--- src/rtl/zxnet_pkg.sv ---
// rtl/zxnet_pkg.sv - shared constants, FSM state enum and port-hit decode for the ZX bus port block.
package zxnet_pkg;

  localparam logic [1:0] PORT_81AB = 2'b01;
  localparam logic [1:0] PORT_82AB = 2'b10;
  localparam logic [1:0] PORT_83AB = 2'b11;

  localparam logic [7:0] ZX_LOW_BYTE  = 8'hAB;
  localparam logic [5:0] ZX_HI_PREFIX = 6'b100000;

  typedef enum logic [2:0] {
    ST_IDLE,
    ST_WSETUP,
    ST_WSTB,
    ST_RDRIVE,
    ST_WAITEND
  } zx_state_t;

  // Decodes #81AB/#82AB/#83AB; #80AB shares the prefix but is not a port.
  function automatic logic zx_port_hit(input logic [15:0] a);
    return (a[7:0] == ZX_LOW_BYTE) && (a[15:10] == ZX_HI_PREFIX) &&
           (a[9:8] inside {PORT_81AB, PORT_82AB, PORT_83AB});
  endfunction

endpackage

--- src/rtl/zx_sync2.sv ---
// rtl/zx_sync2.sv - 2-FF synchronizer; resets to all-ones because the ZX control lines idle high.
module zx_sync2 #(
  parameter int W = 1
) (
  input  logic         clk,
  input  logic         wrstb_n,
  input  logic [W-1:0] d,
  output logic [W-1:0] q
);

  logic [W-1:0] meta;

  always_ff @(posedge clk or posedge wrstb_n) begin
    if (wrstb_n) begin
      meta <= '1;
      q    <= '1;
    end else begin
      meta <= d;
      q    <= meta;
    end
  end

endmodule

--- src/rtl/zxbus_port_ctrl.sv ---
// rtl/zxbus_port_ctrl.sv - ZX bus I/O decoder for ports #81AB..#83AB with a timed write strobe
// and a registered read driver.
module zxbus_port_ctrl
  import zxnet_pkg::*;
#(
  parameter int STB_CYCLES = 2,
  parameter int TIMEOUT    = 255
) (
  input  logic        clk,
  input  logic        wrstb_n,
  input  logic [15:0] zx_a,
  input  logic        zx_iorq_n,
  input  logic        zx_rd_n,
  input  logic        zx_wr_n,
  input  logic        zx_m1_n,
  input  logic [7:0]  zx_d_in,
  output logic [7:0]  zx_d_out,
  output logic        zx_d_oe,
  output logic [1:0]  port_addr,
  output logic [7:0]  port_wrdata,
  output logic        port_wrena,
  output logic        port_wrstb_n,
  input  logic [7:0]  port_rddata
);

  localparam logic [7:0] STB_LAST = 8'(STB_CYCLES - 1);
  localparam logic [7:0] TO_LAST  = 8'(TIMEOUT - 1);

  logic [3:0] sync_q;
  logic       s_iorq, s_rd, s_wr, s_m1;
  logic       bus_idle, cyc_req;

  zx_state_t  state;
  logic [7:0] cnt;
  logic       armed;

  zx_sync2 #(.W(4)) u_sync (
    .clk     (clk),
    .wrstb_n (wrstb_n),
    .d       ({zx_iorq_n, zx_rd_n, zx_wr_n, zx_m1_n}),
    .q       (sync_q)
  );

  assign {s_iorq, s_rd, s_wr, s_m1} = sync_q;
  assign bus_idle = s_iorq && s_rd && s_wr;
  // INTA (m1 low) never qualifies; rd=wr=0 still counts so it gets parked in WAITEND.
  assign cyc_req  = !s_iorq && s_m1 && !(s_rd && s_wr);

  // Async reset drops port_wrena together with the strobe rise, so an aborted write latches nothing.
  always_ff @(posedge clk or posedge wrstb_n) begin
    if (wrstb_n) begin
      state        <= ST_IDLE;
      cnt          <= 8'd0;
      armed        <= 1'b0;
      port_addr    <= 2'b00;
      port_wrdata  <= 8'h00;
      port_wrena   <= 1'b0;
      port_wrstb_n <= 1'b1;
      zx_d_oe      <= 1'b0;
      zx_d_out     <= 8'h00;
    end else begin
      cnt <= cnt + 8'd1;
      case (state)
        ST_IDLE: begin
          cnt <= 8'd0;
          if (s_iorq) armed <= 1'b1;
          if (armed && cyc_req) begin
            if (!s_rd && !s_wr) begin
              state <= ST_WAITEND;
            end else if (zx_port_hit(zx_a)) begin
              port_addr <= zx_a[9:8];
              if (!s_wr) begin
                port_wrdata <= zx_d_in;
                port_wrena  <= 1'b1;
                state       <= ST_WSETUP;
              end else begin
                zx_d_oe <= 1'b1;
                state   <= ST_RDRIVE;
              end
            end else begin
              state <= ST_WAITEND;
            end
          end
        end

        ST_WSETUP: begin
          port_wrstb_n <= 1'b0;
          cnt          <= 8'd0;
          state        <= ST_WSTB;
        end

        ST_WSTB: begin
          if (cnt == STB_LAST) begin
            port_wrstb_n <= 1'b1;
            cnt          <= 8'd0;
            state        <= ST_WAITEND;
          end
        end

        ST_RDRIVE: begin
          zx_d_out <= port_rddata;
          if (s_iorq || s_rd || (cnt == TO_LAST)) begin
            zx_d_oe <= 1'b0;
            cnt     <= 8'd0;
            armed   <= 1'b0;
            state   <= ST_IDLE;
          end
        end

        ST_WAITEND: begin
          // Held one cycle past the strobe rise so the register file sees a stable qualifier.
          port_wrena <= 1'b0;
          if (bus_idle || (cnt == TO_LAST)) begin
            cnt   <= 8'd0;
            armed <= 1'b0;
            state <= ST_IDLE;
          end
        end

        default: begin
          cnt   <= 8'd0;
          state <= ST_IDLE;
        end
      endcase
    end
  end

endmodule

--- config.mk ---
export PLATFORM = sky130hd
export DESIGN_NAME = zxbus_port_ctrl
export DESIGN_NICKNAME = d
export VERILOG_FILES = /design/src/rtl/zxnet_pkg.sv /design/src/rtl/zx_sync2.sv /design/src/rtl/zxbus_port_ctrl.sv
export SDC_FILE = /design/constraint.sdc
export NUM_CORES = 1
export LEC_CHECK = 0
export BUFFER_PORTS_ARGS = -buffer_cell sky130_fd_sc_hd__buf_4
export CORE_UTILIZATION = 30
export DETAILED_ROUTE_END_ITERATION = 10
export PLACE_DENSITY = 0.55
export SKIP_LAST_GASP = 1
export SYNTH_ARGS = -nofsm -noshare
export SYNTH_HDL_FRONTEND = slang
export SYNTH_HIERARCHICAL = 1
export SYNTH_SLANG_ARGS = --single-unit
--- constraint.sdc ---
create_clock -name clk -period 2.35 [get_ports clk]
set_input_delay 0.3525 -clock clk [delete_from_list [all_inputs] [get_ports clk]]
set_output_delay 0.3525 -clock clk [all_outputs]
set_load 0.03 [all_outputs]
# Word-level counts from Yosys, hierarchy flattened
# Index checks and enable logic that the tools add are counted.
# op_classes
n_reduce_logical	29
bitwise_logic	2
addsub	1
n_eq_ne	20
n_mux	28
# op_table
operator	count
$mux W8	3
$pmux W8 S3	1
$mux W3	6
$eq A8 B8 Y1 const B	2
$pmux W3 S5	1
$ne A2 B2 Y1 const B	7
$mux W1	12
$reduce_and A4 Y1	3
$reduce_and A5 Y1	2
$logic_and A1 B1 Y1	9
$add A8 B1 Y8 const B	1
$eq A8 B1 Y1 const B	1
$eq A3 B2 Y1 const B	2
$eq A6 B6 Y1 const B	1
$pmux W1 S2	3
$reduce_and A6 Y1	1
$reduce_bool A2 Y1	3
$reduce_bool A3 Y1	2
$eq A2 B2 Y1 const B	2
$logic_not A1 Y1	4
$ne A2 B1 Y1 const B	2
$eq A3 B1 Y1 const B	1
$eq A3 B3 Y1 const B	1
$logic_not A3 Y1	1
other kinds (6)	9
# totals
register_bits	41
output_inout_bits	21

# Longest topological paths before layout
# Gate-level depths: netlist (run 1).
# logic_depth
depth_word	7
ltp_mapped	6

# By module
# The synthesis (run 1) kept the hierarchy.
# by_module_without_submodules
module	seq_area_each_um2	n_inst	cells_per_inst	area_each_um2
zxbus_port_ctrl	827.0	1	133	1570.3
zx_sync2	210.2	1	9	214.0

# Worst setup path before layout (run 1)
# Ideal clock, no wire load.
# synth_path
kind	in2reg
startpoint	in zx_a[2]
endpoint	reg port_wrdata[0]
cell_stages	4
setup_slack_ps	565
arrival_time_ps	1660
setup_ps	125
required_ps	2225
cell_sequence	nor4bb_1 -> nand4b_1 -> nor4_4 -> mux2_2
# synth_via
elab_chain_len	4
# synth_rtl
element	line_no	source
start: declaration	zxbus_port_ctrl.sv:11	input logic [15:0] zx_a,
$eq A8 B8 Y1	zxnet_pkg.sv:21	return (a[7:0] == ZX_LOW_BYTE) && (a[15:10] == ZX_HI_PREFIX) &&
$logic_and A1 B1 Y1 (2 in a row)	zxnet_pkg.sv:21	
$reduce_and A5 Y1 (no line)	n/a	
end signal: assignment	zxbus_port_ctrl.sv:73	port_wrdata <= zx_d_in;
end: declaration	zxbus_port_ctrl.sv:20	output logic [7:0] port_wrdata,
# No other way between the ends.
# A chain may end at the register's enable or synchronous reset.

# Worst setup path after layout (run 1)
# layout_path
startpoint	reg u_sync.q[0]
endpoint	reg port_wrdata[7]
# layout_via
elab_chain_len	4
# layout_rtl
element	line_no	source
start: declaration	zx_sync2.sv:8	output logic [W-1:0] q
start signal: assignment	zx_sync2.sv:19	q <= meta;
$logic_and A1 B1 Y1 (2 in a row)	zxbus_port_ctrl.sv:47	assign cyc_req = !s_iorq && s_m1 && !(s_rd && s_wr);
$logic_and A1 B1 Y1	zxbus_port_ctrl.sv:67	if (armed && cyc_req) begin
$reduce_and A5 Y1 (no line)	n/a	
# No other way between the ends.

==> flow_metrics.tcl, run 1 <==
set metrics [dict create \
    path_class "reg -> reg" \
    slowest_stage "dfstp_2" \
    clk_latency_ps 290 \
    crit_path_max_incr_delay_ps 520 \
    synth_seq_area_share_pct 58.1 \
    core_area_sq_um 5610 \
    fin_tns_setup_ps 0 \
    gp_congestion 0.797 \
    drive_gt1_share_pct 48.8 \
    reg2regPathDepth 4 \
    via_per_inst 4.64 \
    ys_warn_count 6 \
    routed_wl_um 3610 \
    finClkSkew_ps 10.5 \
    critPathRequiredTime_ps 2520 \
    hold_viol 0 \
    ys_seq_elements 41 \
    clkSlewWorstSetupHoldPaths_ps 70 \
    diodes 0 \
    antenna_left 0 \
    grt_first_pass_wirelength_um 6250 \
    drt-initial-drc-count 52 \
    row_count 27 \
    syn_area_sq_um 1780 \
    power_frac_seq_pct 48.7 \
    crit_fanout 8 \
    power.density_nw_per_um2 666 \
    synth_area_per_cell_sq_um 12.6 \
    crit_arrival_ps 2020 \
    portBuffers 58 \
    maxCapViolCount 0 \
    combPwrFrac_pct 18.4 \
    die_h_um 79.1 \
    grtUsageTotal_pct 12.7 \
    ys_types 36 \
    cts_tree "yes" \
    dieArea_sq_um 6260 \
    rsz0062_at_grt "false" \
    cts_root_buf "clkbuf_8" \
    dr_total_vias 1322 \
    first_pass_iters 4 \
    outcome "completed" \
    yosysTopAreaCellShare_pct 44.9 \
    setup_viol 0 \
    period_minus_slack_ps 1860 \
    pin_count 59 \
    yosysTopAreaCell "dfrtp_1" \
    p_int_mw 1.21 \
    max_slew_margin_pct 68.8 \
    ctsHtreeMaxLevel 2 \
    route.detailed.drc 0 \
    slew_violations 0 \
    irDropWorstVdd_uv 391 \
    numCtsBuffers 5 \
    hp-class "in -> async" \
    worstMarginPinSlew_ps 467 \
    syn_inst 142 \
    cp-end-kind "flop" \
    timing.final.crit_share_pct 79.0 \
    clockBufferDepth 2 \
    power.leakage_nw 1.18 \
    p_sw_mw 0.423 \
    fin_hold_ws_ps 74.6 \
    crit_path_start_kind "flop" \
    overflow 0 \
    layout.nets 253 \
    fp.dieW_um 79.1 \
    synth_nets 183 \
    dp_hpwl_um 2790 \
    clock-sinks 41 \
    wire_per_inst_um 12.7 \
    clock.fmax_mhz 539 \
    clkPwrFrac_pct 32.9 \
    grt_pass1_vias 1397 \
    cts_resized 0 \
    netSwitchingFraction_pct 25.9 \
    yosys-top-cells-area "dfrtp_1 (45%), dfstp_2 (13%), mux2_2 (11%), nor2_1 (2.7%), ha_1 (2.1%)" \
    postCtsSetupBuffers 0 \
    cp_cell_sequence "nand4b_1 -> nor4_4 -> buf_4 -> mux2_2" \
    grt_max_degree 14 \
    antenna_found_initial 0 \
    area_growth_pct 37.8 \
    cts_hold_buf 0 \
    start_util_pct 31.8 \
]
==> power groups by stage <==
stage	Combinational (mW)	Sequential [mW]	Clock, mW
final	0.300	0.797	0.539
after global routing	0.340	0.805	0.589
after CTS	0.306	0.797	0.566
after detailed placement	0.303	0.810	0
after global placement	0.302	0.808	0
after floorplan	0.162	0.813	0
==> flip-flops by register name, summed over array words and instances (netlist names), 2 cells and up <==
name and count:
port_wrdata 8, port_addr 2, u_sync/q 4, u_sync/meta 4
zx_d_out 8, cnt 8, state 3
==> routing by layer <==
layer	wire [um]	global-route usage, %
met1	1680	16.3
met5	0	0
met3	198	3.45
met4	46	4.00
met2	1690	20.9
==> cells in the final DEF, fill, tap and decap left out, drive strengths merged, types with 2 or more instances in the layout <==
master,n
ha,3
dfstp,9
buf,64
or4,2
nand4b,2
nor4b,2
mux2,18
nand2,6
nand3,7
inv,9
a41oi,2
nor4,3
o211ai,2
xor2,3
clkbuf,6
nor3,4
nor2,13
and3,3
o21ai,3
a21oi,3
dfrtp,32
xnor2,3
==> synth_stat cells <==
master    instances
o211ai_1          2
nand3b_1          1
a21boi_0          1
nand4_2           1
ha_1              3
nor4bb_1          1
and3_1            3
nor4_4            1
a21o_1            1
or4_1             2
xnor2_1           3
nor4_2            1
clkbuf_1          1
nand2_1           6
dfrtp_1          32
nand3_1           7
or4b_1            1
nand4b_1          2
mux2_2           18
o32ai_1           1
nor2_1           13
or3b_2            1
o21ai_0           3
xor2_1            3
o21a_1            1
a32o_1            1
dfstp_2           9
nor4b_2           1
a21oi_1           3
nor3_1            4
nor2b_1           1
inv_1             9
a41oi_1           2
a32oi_2           1
nor4b_1           1
nor4_1            1
==> worst paths after layout <==
check | startpoint | end | slack [ps]
max | u_sync/q[0] | port_wrdata[7] | 490
min | wrstb_n | port_addr[1] | 70
max reg2reg | u_sync/q[0] | port_wrdata[7] | 490
min reg2reg | u_sync/meta[2] | u_sync/q[2] | 360
max in group asynchronous | wrstb_n | zx_d_out[6] | 1500
min in group clk | zx_iorq_n | u_sync/meta[3] | 170
==> critical path: cells and delay by family (launching register included) <==
kind,cells,cell delay (ps)
simple gates,2,660
flops,1,520
buf+inv,1,220
mux,1,340
==> metrics by stage <==
stage               utilization [%]  cell area [sq um]  power, mW  cells  setup slack, ps
finish                         43.8               2460       1.64    285              494
global route                   43.8               2460       1.73    285              405
CTS                            43.8               2460       1.67    285              497
detailed placement             41.9               2350       1.11    277              303
global placement               41.9               2350       1.11    277              334
floorplan                         -               1780      0.975    142              565
==> logic make-up after synthesis <==
kind of cell | after synthesis | synth area share [%]
AND/OR/NAND/NOR | 48 | 16.6
adder cells (fa/ha/maj) | 3 | 2.10
AO/OA/AOI/OAI | 16 | 6.73
flip-flops | 41 | 58.1
buffers and inverters | 10 | 2.10
multiplexers | 18 | 11.4
XOR/XNOR | 6 | 2.95
==> layout make-up <==
type	instances	area [sq um]
clock buffers	6	72.6
clock inverters	2	35.0
fillers	556	3150
inverters	9	33.8
multi-input cells	91	709
flip-flops and latches	41	1040
well taps	72	90.1
repair buffers	64	480
Note: power is estimated with default switching activity, not from simulation.
==> run 2: changes to the inputs <==
--- a/config.mk
+++ b/config.mk
@@ -8,7 +8,7 @@
 export BUFFER_PORTS_ARGS = -buffer_cell sky130_fd_sc_hd__buf_4
 export CORE_UTILIZATION = 30
 export DETAILED_ROUTE_END_ITERATION = 10
-export PLACE_DENSITY = 0.55
+export PLACE_DENSITY = 0.57
 export SKIP_LAST_GASP = 1
 export SYNTH_ARGS = -nofsm -noshare
 export SYNTH_HDL_FRONTEND = slang
==> constraint.sdc (replaced) <==
create_clock -name clk -period 1.5 [get_ports clk]
set_input_delay 0.225 -clock clk [delete_from_list [all_inputs] [get_ports clk]]
set_output_delay 0.225 -clock clk [all_outputs]
set_load 0.03 [all_outputs]
==> run 2 against run 1 <==
Effect of this change: the run now ends with negative setup slack left; design area rose by 20%; count of clock-buffer cells in the layout did not move; flip-flop and latch count did not move; first-iteration DRC count fell by 1.9%; final cell count rose by 11%; fmax rose by 12%; clock power rose by 61%; routed wire length rose by 22%; critical path type unchanged; critical endpoint is now port_wrdata[3]; critical path depth did not move.
==> flow_metrics.tcl, run 2 (synthesis results as in run 1) <==
set metrics [dict create \
    setup_ws_ps -157 \
    clock-sinks 41 \
    critPathRequiredTime_ps 1670 \
    cp_cell_sequence "nand4b_1 -> nor4_4 -> buf_6 -> mux2_4" \
    numCtsBuffers 5 \
    overflow 0 \
    timing.final.crit_share_pct 110 \
    crit_family "flip-flops" \
    violations "negative setup slack" \
    cp-end-kind "flop" \
    irDropWorstVdd_uv 577 \
    dieArea_sq_um 6260 \
    use_met3_pct 4.02 \
    slowest_stage "dfstp_2" \
    outcome "finished, violations left" \
    layout.nets 284 \
    crit_path_max_incr_delay_ps 520 \
    routed_wl_um 4390 \
    dpl_worst_slack_ps -379 \
    antenna_left 0 \
    n_fill_cell 528 \
    drt-initial-drc-count 51 \
    crit_fanout 8 \
    grt_max_degree 19 \
    rsz0062_at_grt "true" \
    period_minus_slack_ps 1660 \
    finClkSkew_ps 9.54 \
    hold_viol 0 \
    grtUsageTotal_pct 15.3 \
    crit_path_start_kind "flop" \
    clock.fmax_mhz 603 \
    crit_arrival_ps 1830 \
    slew_violations 0 \
    grt_pass1_vias 1605 \
    most-common-layout-cells "buf_4 (86), dfrtp_1 (30), mux2_4 (10)" \
    clk_latency_ps 290 \
    die_h_um 79.1 \
    diodes 0 \
    maxCapViolCount 0 \
    wire_per_inst_um 13.9 \
    route.detailed.drc 0 \
    met2_usage_pct 27.0 \
    first_pass_iters 4 \
    via_per_inst 4.74 \
    grt_first_pass_wirelength_um 7380 \
    power.density_nw_per_um2 1040 \
    max_slew_margin_pct 76.6 \
    grt_most_used_layer "met2" \
    portBuffers 58 \
    core_area_sq_um 5610 \
    clockBufferDepth 2 \
    start_util_pct 31.8 \
    met1_usage_pct 18.6 \
    dr_total_vias 1497 \
    antenna_found_initial 0 \
    path_class "reg -> reg" \
    power.leakage_nw 1.37 \
    hp-class "in -> reg" \
    pin_count 59 \
    drive_gt1_share_pct 65.2 \
    cp.buffers_inverters 1 \
    ctsHtreeMaxLevel 2 \
    fp.dieW_um 79.1 \
    row_count 27 \
    worstMarginPinSlew_ps 348 \
    dp_hpwl_um 3130 \
    largest_registers "cnt (8), port_wrdata (8), zx_d_out (8)" \
    clkSlewWorstSetupHoldPaths_ps 80 \
    final_common_cell "buf_4" \
    cts_tree "yes" \
    power_mw 3.06 \
    gp_congestion 0.851 \
    area_growth_pct 64.9 \
    setup_viol 22 \
    cts_root_buf "clkbuf_8" \
]
-- run 2: cell types whose count changed in the layout (fill, tap and decap cells not counted), sizes merged --
| cell | previous run | this run |
|---|---|---|
| buf | 64 | 94 |
| dlygate4sd3 | 0 | 1 |
-- run 2: where the power goes --
group | switching, mW | total [mW] | leakage [nW] | internal (mW)
sequential | 0.0578 | 1.24 | 0.510 | 1.19
clock | 0.375 | 0.869 | 0.0552 | 0.494
combinational | 0.416 | 0.943 | 0.808 | 0.527
-- run 2: timing repair --
| action | in CTS | in global routing |
|---|---|---|
| setup buffers | 5 | 1 |
| setup endpoints to repair | 23 | 32 |
| endpoints found under the hold margin | 4 | 0 |
| pin swaps | 14 | 7 |
| hold buffers | 1 | 0 |
| gates resized for setup | 33 | 19 |
-- run 2: stage by stage --
stage | hold slack [ps] | cells | setup TNS, ps | instance area, sq um | util, %
final | 30.6 | 316 | -1900 | 2940 | 52.5
after global routing | 14.8 | 316 | -3630 | 2940 | 52.5
after CTS | 22.4 | 316 | -1850 | 2860 | 51.0
after detailed placement | 170 | 303 | -6340 | 2580 | 46.1
after global placement | 174 | 303 | -5960 | 2580 | 46.1
after floorplan | 229 | 142 | -2420 | 1820 | -
-- run 2: worst paths after layout --
check | start | to | slack [ps] | depth (start not counted)
min in group asynchronous | wrstb_n | port_addr[0] | 410 | 3
hold reg to reg | u_sync/meta[2] | u_sync/q[2] | 360 | 0
hold / removal | zx_rd_n | u_sync/meta[2] | 30 | 1
setup / recovery | u_sync/q[0] | port_wrdata[3] | -160 | 4
max in group asynchronous | wrstb_n | port_wrstb_n | 500 | 4
setup reg to reg | u_sync/q[0] | port_wrdata[3] | -160 | 4
-- run 2: routing by layer --
layer / share of wire (%) / wire [um]
met3: 4.8 / 212
met2: 51 / 2250
met5: 0 / 0
met4: 0.68 / 30
met1: 43 / 1900
-- run 2: layout make-up --
| cell class | instances | area [sq um] | share of cell area [%] |
|---|---|---|---|
| clock inverter | 2 | 35.0 | 1.19 |
| timing repair buffer | 95 | 746 | 25.3 |
| clock buffer | 6 | 72.6 | 2.47 |
| tap | 72 | 90.1 | 3.06 |
| sequential | 41 | 1040 | 35.3 |
| multi-input combinational | 91 | 926 | 31.5 |
| inverter | 9 | 33.8 | 1.15 |
==> run 3: changes to the inputs <==
--- a/config.mk
+++ b/config.mk
@@ -7,8 +7,10 @@
 export LEC_CHECK = 0
 export BUFFER_PORTS_ARGS = -buffer_cell sky130_fd_sc_hd__buf_4
 export CORE_UTILIZATION = 30
+export CTS_BUF_LIST = sky130_fd_sc_hd__clkbuf_4 sky130_fd_sc_hd__clkbuf_8 sky130_fd_sc_hd__clkbuf_16
 export DETAILED_ROUTE_END_ITERATION = 10
 export PLACE_DENSITY = 0.57
+export SKIP_CTS_REPAIR_TIMING = 1
 export SKIP_LAST_GASP = 1
 export SYNTH_ARGS = -nofsm -noshare
 export SYNTH_HDL_FRONTEND = slang
==> run 3 against run 2 <==
Effect of this change: the flow still finishes with violations (negative setup slack); clock power rose by 1%; core utilization fell by 1.3 points; total power fell by 4.0%; flip-flop and latch count did not move; register-to-register slack barely moved; critical endpoint is now port_addr[1]; largest power group unchanged; highest routed layer unchanged.
==> flow_metrics.tcl, run 3 (synthesis results as in run 1) <==
set metrics [dict create \
    cts_root_buf "clkbuf_8" \
    clock-sinks 41 \
    clk_latency_ps 290 \
    routed_wl_um 4250 \
    maxCapViolCount 0 \
    diodes 0 \
    timing.final.crit_share_pct 110 \
    antenna_found_initial 0 \
    r2r-start "u_sync/q[0]" \
    startpoint "u_sync/q[0]" \
    period_minus_slack_ps 1650 \
    grt_pass1_vias 1518 \
    max_slew_margin_pct 74.2 \
    post-place-cells 303 \
    largest_registers "cnt (8), port_wrdata (8), zx_d_out (8)" \
    hold_viol 0 \
    dieArea_sq_um 6260 \
    outcome "finished, violations left" \
    wire_per_inst_um 13.4 \
    final_common_cell "buf_4" \
    r2r_slack_ps -150 \
    instances_no_fill 318 \
    antenna_left 0 \
    numCtsBuffers 5 \
    first_pass_iters 4 \
    critPathRequiredTime_ps 1680 \
    post-route-util_pct 51.1 \
    finClkSkew_ps 4.96 \
    clockBufferDepth 2 \
    dp_hpwl_um 3130 \
    worstMarginPinSlew_ps 383 \
    hp-class "in -> reg" \
    slew_violations 0 \
    path_class "reg -> reg" \
    overflow 0 \
    drt-initial-drc-count 71 \
    via_per_inst 4.74 \
    dr_total_vias 1507 \
    cts_tree "yes" \
    setup_viol 30 \
    route.detailed.drc 0 \
    row_count 27 \
    crit_arrival_ps 1830 \
    start_util_pct 31.8 \
    fp.dieW_um 79.1 \
    clkSlewWorstSetupHoldPaths_ps 80 \
    cp-end-kind "flop" \
    most-common-layout-cells "buf_4 (92), dfrtp_1 (31), nor2_1 (12)" \
    ctsHtreeMaxLevel 2 \
    area_growth_pct 60.7 \
    crit_path_start_kind "flop" \
    drive_gt1_share_pct 59.8 \
    crit_fanout 5 \
    core_area_sq_um 5610 \
    violations "negative setup slack" \
    min-delay-start "zx_rd_n" \
    clock.fmax_mhz 606 \
    power.density_nw_per_um2 1020 \
    grtUsageTotal_pct 14.2 \
    layout.nets 286 \
    gp_congestion 0.851 \
    portBuffers 58 \
    rsz0062_at_grt "true" \
    irDropWorstVdd_uv 564 \
    pin_count 59 \
    grt_first_pass_wirelength_um 6840 \
    grt_max_degree 19 \
    die_h_um 79.1 \
    power.leakage_nw 1.37 \
    setup_ws_ps -151 \
]
==> run 3: changes by cell type in the layout (fill, tap and decap cells not counted), moves of 2 or more <==
cell	change
buf_4	+6
buf_6	-4
nor2_1	+7
nor2_2	-4
nor2_4	-3
or4_1	+2
or4_4	-2
==> run 3: worst paths after layout <==
kind,cells past startpoint,endpoint
max,5,port_addr[1]
min,1,u_sync/meta[2]
max reg2reg,5,port_addr[1]
min reg2reg,0,u_sync/q[3]
max in group asynchronous,4,port_wrstb_n
min in group asynchronous,3,port_addr[0]
==> run 3: per-stage QoR <==
stage          setup slack (ps)  hold WS, ps  setup TNS, ps  total power, mW  instance area (sq um)
4_1_cts                    -237         -149          -4640             2.85                   2690
3_3_place_gp               -349          174          -5960             1.94                   2580
5_1_grt                    -213         17.0          -3710             3.10                   2870
3_5_place_dp               -379          170          -6340             1.95                   2580
6_report                   -151         36.0          -1520             2.93                   2870
2_1_floorplan              -221          229          -2420             1.56                   1820
==> run 3: worst max-delay path, stage by stage, from the launching register on <==
cell	delay [ps]
dfstp_2	520
nand4b_1	120
buf_6	160
nor4_4	260
buf_4	170
mux2_4	300
==> run 3: where the power goes <==
group,switching [mW],internal (mW),total [mW]
registers,0.0560,1.18,1.24
logic,0.349,0.465,0.814
clock network,0.368,0.512,0.880
==> run 3: routing by layer <==
metal  vias up  part of all wire, %  global-route usage [%]
met2        40                   51                    24.8
met1       750                   43                    17.1
li1        714                    -                       -
met5         -                    0                       0
met3         3                  5.1                    4.25
met4         0                 0.71                    3.45
==> run 3: area by class of cell <==
type,instances,area [sq um]
clock buffers,6,76.3
clock inverters,2,35.0
fillers,530,2740
inverters,9,33.8
multi-input cells,91,848
flip-flops and latches,41,1040
well taps,72,90.1
repair buffers,97,746
